<file path="src/rtl/ram_portb_arbiter.sv">
// rtl/ram_portb_arbiter.sv - round-robin port-B RAM arbiter with lock and lock timeout (RAM_ARB_FIXED_PRIO_EN selects fixed priority)
module ram_portb_arbiter #(
  parameter int p_ADDR_BITS    = 32,
  parameter int p_DATA_BITS    = 32,
  parameter int p_STRB_BITS    = p_DATA_BITS / 8,
  parameter int p_LOCK_TIMEOUT = 16
) (
  input  logic                   clk,
  input  logic                   rst_n,
  input  logic                   req0,
  input  logic                   req1,
  input  logic                   lock0,
  input  logic                   lock1,
  input  logic                   wen0,
  input  logic                   wen1,
  input  logic [p_ADDR_BITS-1:0] addr0,
  input  logic [p_ADDR_BITS-1:0] addr1,
  input  logic [p_STRB_BITS-1:0] strb0,
  input  logic [p_STRB_BITS-1:0] strb1,
  input  logic [p_DATA_BITS-1:0] wdata0,
  input  logic [p_DATA_BITS-1:0] wdata1,
  output logic                   gnt0,
  output logic                   gnt1,
  output logic                   rvalid0,
  output logic                   rvalid1,
  output logic [p_DATA_BITS-1:0] rdata0,
  output logic [p_DATA_BITS-1:0] rdata1,
  output logic [p_ADDR_BITS-1:0] addrb,
  output logic                   renb,
  output logic                   wenb,
  output logic [p_STRB_BITS-1:0] webb,
  output logic [p_DATA_BITS-1:0] datab,
  input  logic [p_DATA_BITS-1:0] qb
);

  localparam int TW = $clog2(p_LOCK_TIMEOUT + 1);
  localparam logic [TW-1:0] TIMER_LAST = TW'(p_LOCK_TIMEOUT - 1);

  localparam logic [1:0] ST_IDLE  = 2'd0;
  localparam logic [1:0] ST_LOCK0 = 2'd1;
  localparam logic [1:0] ST_LOCK1 = 2'd2;

  logic [1:0]    state_q, state_d;
  logic [TW-1:0] timer_q, timer_d;
  logic          rsp_vld_q, rsp_vld_d;
  logic          rsp_id_q, rsp_id_d;
  logic          rsp_rd_q, rsp_rd_d;
  logic          pick1;
  logic          raw_gnt0, raw_gnt1;
  logic          any_gnt, sel_wen;

`ifdef RAM_ARB_FIXED_PRIO_EN
  // Requester 0 always wins a tie in IDLE
  assign pick1 = 1'b0;
`else
  logic last_gnt_q, last_gnt_d;

  // Tie goes to whichever requester was not granted last
  assign pick1 = ~last_gnt_q;

  // Remember the most recent winner for round-robin ordering
  always_comb begin
    last_gnt_d = last_gnt_q;
    if (gnt0) last_gnt_d = 1'b0;
    if (gnt1) last_gnt_d = 1'b1;
  end

  // Last-grant register; reset to 1 so requester 0 wins the first tie
  always_ff @(posedge clk or negedge rst_n) begin
    if (!rst_n) last_gnt_q <= 1'b1;
    else        last_gnt_q <= last_gnt_d;
  end
`endif

  // Grant selection: both eligible in IDLE, only the owner while locked
  always_comb begin
    raw_gnt0 = 1'b0;
    raw_gnt1 = 1'b0;
    case (state_q)
      ST_IDLE: begin
        if (req0 && req1) begin
          raw_gnt1 = pick1;
          raw_gnt0 = ~pick1;
        end else begin
          raw_gnt0 = req0;
          raw_gnt1 = req1;
        end
      end
      ST_LOCK0: raw_gnt0 = req0;
      ST_LOCK1: raw_gnt1 = req1;
      default: ;
    endcase
  end

  // No grants (and so no RAM strobes) are issued while reset is held
  assign gnt0 = rst_n & raw_gnt0;
  assign gnt1 = rst_n & raw_gnt1;

  assign any_gnt = gnt0 | gnt1;
  assign sel_wen = gnt1 ? wen1 : wen0;

  // Drive the RAM pins from the winner; requester 0 fields when idle
  assign addrb = gnt1 ? addr1 : addr0;
  assign datab = gnt1 ? wdata1 : wdata0;
  assign renb  = any_gnt & ~sel_wen;
  assign wenb  = any_gnt & sel_wen;
  assign webb  = (any_gnt && sel_wen) ? (gnt1 ? strb1 : strb0) : '0;

  // Lock state machine and owner-idle timeout counter
  always_comb begin
    state_d = state_q;
    timer_d = timer_q;
    case (state_q)
      ST_IDLE: begin
        timer_d = '0;
        if (gnt0 && lock0) state_d = ST_LOCK0;
        if (gnt1 && lock1) state_d = ST_LOCK1;
      end
      ST_LOCK0, ST_LOCK1: begin
        if (state_q == ST_LOCK0 ? req0 : req1) begin
          timer_d = '0;
          if (!(state_q == ST_LOCK0 ? lock0 : lock1)) state_d = ST_IDLE;
        end else if (timer_q == TIMER_LAST) begin
          timer_d = '0;
          state_d = ST_IDLE;
        end else begin
          timer_d = timer_q + 1'b1;
        end
      end
      default: begin
        state_d = ST_IDLE;
        timer_d = '0;
      end
    endcase
  end

  // Tag the transaction issued this cycle so its response returns next cycle
  always_comb begin
    rsp_vld_d = any_gnt;
    rsp_id_d  = gnt1;
    rsp_rd_d  = any_gnt & ~sel_wen;
  end

  // State, timer and response-tag registers
  always_ff @(posedge clk or negedge rst_n) begin
    if (!rst_n) begin
      state_q   <= ST_IDLE;
      timer_q   <= '0;
      rsp_vld_q <= 1'b0;
      rsp_id_q  <= 1'b0;
      rsp_rd_q  <= 1'b0;
    end else begin
      state_q   <= state_d;
      timer_q   <= timer_d;
      rsp_vld_q <= rsp_vld_d;
      rsp_id_q  <= rsp_id_d;
      rsp_rd_q  <= rsp_rd_d;
    end
  end

  // Route the RAM read data to the owner; writes are acked with zero data
  assign rvalid0 = rsp_vld_q & ~rsp_id_q;
  assign rvalid1 = rsp_vld_q & rsp_id_q;
  assign rdata0  = (rvalid0 && rsp_rd_q) ? qb : '0;
  assign rdata1  = (rvalid1 && rsp_rd_q) ? qb : '0;

endmodule

</file>
<file path="config.mk">
export PLATFORM = sky130hd
export DESIGN_NAME = ram_portb_arbiter
export DESIGN_NICKNAME = d
export VERILOG_FILES = /design/src/rtl/ram_portb_arbiter.sv
export SDC_FILE = /design/constraint.sdc
export NUM_CORES = 1
export LEC_CHECK = 0
export BUFFER_PORTS_ARGS = -buffer_cell sky130_fd_sc_hd__buf_2
export CORE_AREA = 2 2 123 125
export DETAILED_ROUTE_END_ITERATION = 6
export DIE_AREA = 0 0 125 127
export GPL_TIMING_DRIVEN = 0
export PLACE_DENSITY = 0.4
export SLEW_MARGIN = 30
export SYNTH_ARGS = -nofsm -noshare
export SYNTH_HDL_FRONTEND = slang
export SYNTH_SLANG_ARGS = --single-unit
</file>
<file path="constraint.sdc">
create_clock -name clk -period 3.58 [get_ports clk]
set_clock_uncertainty 0.15 [all_clocks]
set_input_delay 0 -clock clk [delete_from_list [all_inputs] [get_ports clk]]
set_output_delay 0 -clock clk [all_outputs]
set_load 0.05 [all_outputs]
</file>
==> flow_summary.toml <==
[clock_tree]
tritoncts.num_buffers = 3
cts_setup_buffers = 0
cts-hold-fix-buffers = 5
post_cts.resized_instances = 0
tritoncts_clock_tree = "yes"
clkSlewWorstSetupHoldPaths_ns = 0.04
htree_num_levels = 1
cts_sinks = 11
cts_max_path_buffers = 2
clockRootBuffer = "sky130_fd_sc_hd__clkbuf_16"
clock_latency_ns = 0.24

[synth]
synth_seq_area_share_pct = 14.4
synthMostInstantiatedCell = "sky130_fd_sc_hd__nand2_1"
synth_enable_flop_cells = 0
mappedNetlistArea_sq_mm = 0.00192
asyncSetResetFlopFracSynth_pct = 100
post_synth_main_area_contributors = "sky130_fd_sc_hd__nand2_1, sky130_fd_sc_hd__and2_1, sky130_fd_sc_hd__dfrtp_1, sky130_fd_sc_hd__buf_4, sky130_fd_sc_hd__ha_1"
synth_cell_types = 34
syn-mean-instance-area_sq_um = 5.44
postSynthNetCount = 533
synth_area_leader_cell = "sky130_fd_sc_hd__nand2_1"
yosysWarningCount = 0
postSynthRegisterBits = 11
post_synth_and_or_nand_nor_area_fraction_pct = 67.7
synth_common_cells = "sky130_fd_sc_hd__nand2_1, sky130_fd_sc_hd__and2_1, sky130_fd_sc_hd__dfrtp_1"
synth_adder_area_share_pct = 2.60
synth_compound_area_share_pct = 6.05
post_synth_inst_count = 353
synth_top_family_by_area = "simple AND/OR/NAND/NOR gates"
yosysTopAreaCellShare_pct = 40.2
postSynth.topFlopCell = "sky130_fd_sc_hd__dfrtp_1"
synth.area.mux_share_pct = 0.521
synth_xor_area_share_pct = 0.911

[sta]
post-route-min-period_ns = 2.56
max_slew_margin_pct = 63.5
timing.setup.tns_ns = 0
finalWorstSetupSlack_ns = 1.02
final-setup-viol-count = 0
max_clock_freq_mhz = 390
report.final.slew_viol_count = 0
min_period_over_period_pct = 71.5
report.final.hold_viol_count = 0
unrepaired_setup_endpoints_after_global_routing = "false"
max_slew.worst_pin.slew_ns = 0.533

[cells_and_area]
final_core_utilization_pct = 26.7
num-nets-final = 856
filler_cells = 1662
stdcell_area_sq_mm = 0.00385
layout-area-overhead-vs-synth_pct = 100
multi_input_area_sq_mm = 0.00150
drive_gt1_share_pct = 49.9
ff_latch_area_sq_um = 277

[worst_setup_path]
timing.reg2reg.worst_path_depth = 9
reg2reg_from = "state_q[0]"
timing.critical_path.required_ns = 3.60
cp-end-kind = "flop"
reg2reg_setup_slack_ns = 1.02
worst_ep_arrival_time_ns = 2.58
worstPathMaxFanout = 10
cp-start-kind = "flop"
critical_path.startpoint = "state_q[0]"
worst_r2r_endpoint = "rsp_rd_q"
setup.worst_path.class = "reg -> reg"

[placement]
post-place-ws_ns = 1.31
dp_hpwl_microns = 9310
dpl-instance-area_sq_mm = 0.00372
portBuffers = 313
gp_routability_congestion = 0.862

[hold_path]
holdPathEnd = "timer_q[2]"
timing.hold.worst.start = "req1"
worst_hold_path_type = "in -> reg"
worst_hold_path.num_cells = 4

[die]
die_area_sq_mm = 0.0159
die_w_microns = 125
dieHeight_microns = 127
initial_core_util_pct = 13.3
floorplan.core_area_sq_mm = 0.0144
placement_rows = 44
floorplan.io_pins = 314

[route]
dr.pass1.iters = 5
ant_nets = 0
drt-wirelength-per-cell_microns = 12.3
first_iter_violations = 111
viasPerCell = 3.88
totalWireLength_microns = 10600
vias = 3335
drc_errors = 0

[power]
vdd_drop_max_v = 0.000240
power_per_cell_area_mw_per_mm2 = 486
total_power_mw = 1.87
power.static_leakage_nw = 2.57

[grt]
grt.overflow.total = 0
grt_start_max_net_pins = 15
grt_antenna_before_repair = 1
global_route_wire_length_before_repair_microns = 15500
gr-usage-all-layers_pct = 11.9
first_global_vias = 3165

[status]
status = "complete, no violations"

[job]
cap_violations = 0
[metal layers]
layer  share of wire (%)  global-route usage [%]  up-vias
met4                 1.5                    2.16        0
li1                    -                       -     1723
met3                 7.8                    1.97       10
met5                   0                       0        -
met2                  55                    24.3      189
met1                  36                    12.7     1413
[layout make-up]
type,instances,share of cell area (%)
Timing Repair Buffer,318,42.0
Buffer,21,3.31
Multi-Input combinational cell,315,38.8
Sequential cell,11,7.18
Antenna cell,1,0.0650
Clock inverter,1,0.130
Clock buffer,3,1.95
Inverter,6,0.585
Tap cell,184,5.98
[cell usage in the layout (no fill, tap or decap), types with 2 or more instances in the layout]
cell type,n
sky130_fd_sc_hd__nand3_1,4
sky130_fd_sc_hd__inv_1,5
sky130_fd_sc_hd__and3_1,2
sky130_fd_sc_hd__clkbuf_16,3
sky130_fd_sc_hd__ha_1,4
sky130_fd_sc_hd__buf_6,2
sky130_fd_sc_hd__dlygate4sd3_1,5
sky130_fd_sc_hd__a21oi_1,5
sky130_fd_sc_hd__and2_1,66
sky130_fd_sc_hd__buf_2,319
sky130_fd_sc_hd__dfrtp_1,10
sky130_fd_sc_hd__buf_4,7
sky130_fd_sc_hd__clkbuf_1,6
sky130_fd_sc_hd__nand2_1,206
sky130_fd_sc_hd__nor2_1,7
sky130_fd_sc_hd__o21ai_0,3
[worst max path at each step]
stage | endpoint | slack [ns]
final | rsp_rd_q | 1.02
after global routing | rsp_rd_q | 0.85
after CTS | rsp_rd_q | 0.96
after detailed placement | renb | 1.31
after global placement | renb | 1.34
after floorplan | rsp_rd_q | 0.70
[registers in the layout, summed over array words and instances (netlist names)]
| register | cells |
|---|---|
| timer_q | 5 |
| last_gnt_q | 1 |
| rsp_rd_q | 1 |
| rsp_vld_q | 1 |
| rsp_id_q | 1 |
| state_q | 2 |
[report_power, final]
| part | internal, mW | switching (mW) |
|---|---|---|
| logic | 0.387 | 1.10 |
| registers | 0.156 | 0.0217 |
| clock network | 0.148 | 0.0545 |
| total | 0.691 | 1.18 |
[cell families (layout without fill, tap and decap cells)]
group / Yosys count / in the layout
xor+xnor: 2 / 2
flops: 11 / 11
other cells: 0 / 1
mux: 1 / 1
buf+inv: 27 / 349
simple gates: 292 / 292
compound gates: 16 / 16
fa+ha+maj: 4 / 4
[metrics by stage]
step,instances,hold slack [ns]
after floorplan,353,-0.446
final,860,0.0321
after global routing,860,0.0560
after global placement,850,-0.227
after detailed placement,850,-0.227
after CTS,859,0.0238
[worst max-delay path: stages, from the launching register on]
cell	delay [ns]
sky130_fd_sc_hd__dfrtp_1	0.38
sky130_fd_sc_hd__inv_1	0.08
sky130_fd_sc_hd__ha_1	0.25
sky130_fd_sc_hd__a21boi_2	0.18
sky130_fd_sc_hd__o211ai_4	0.21
sky130_fd_sc_hd__buf_6	0.20
sky130_fd_sc_hd__buf_6	0.17
sky130_fd_sc_hd__nand2_1	0.06
sky130_fd_sc_hd__o22ai_1	0.22
sky130_fd_sc_hd__dlygate4sd3_1	0.60
No activity file was read; power rests on OpenSTA's default activity.
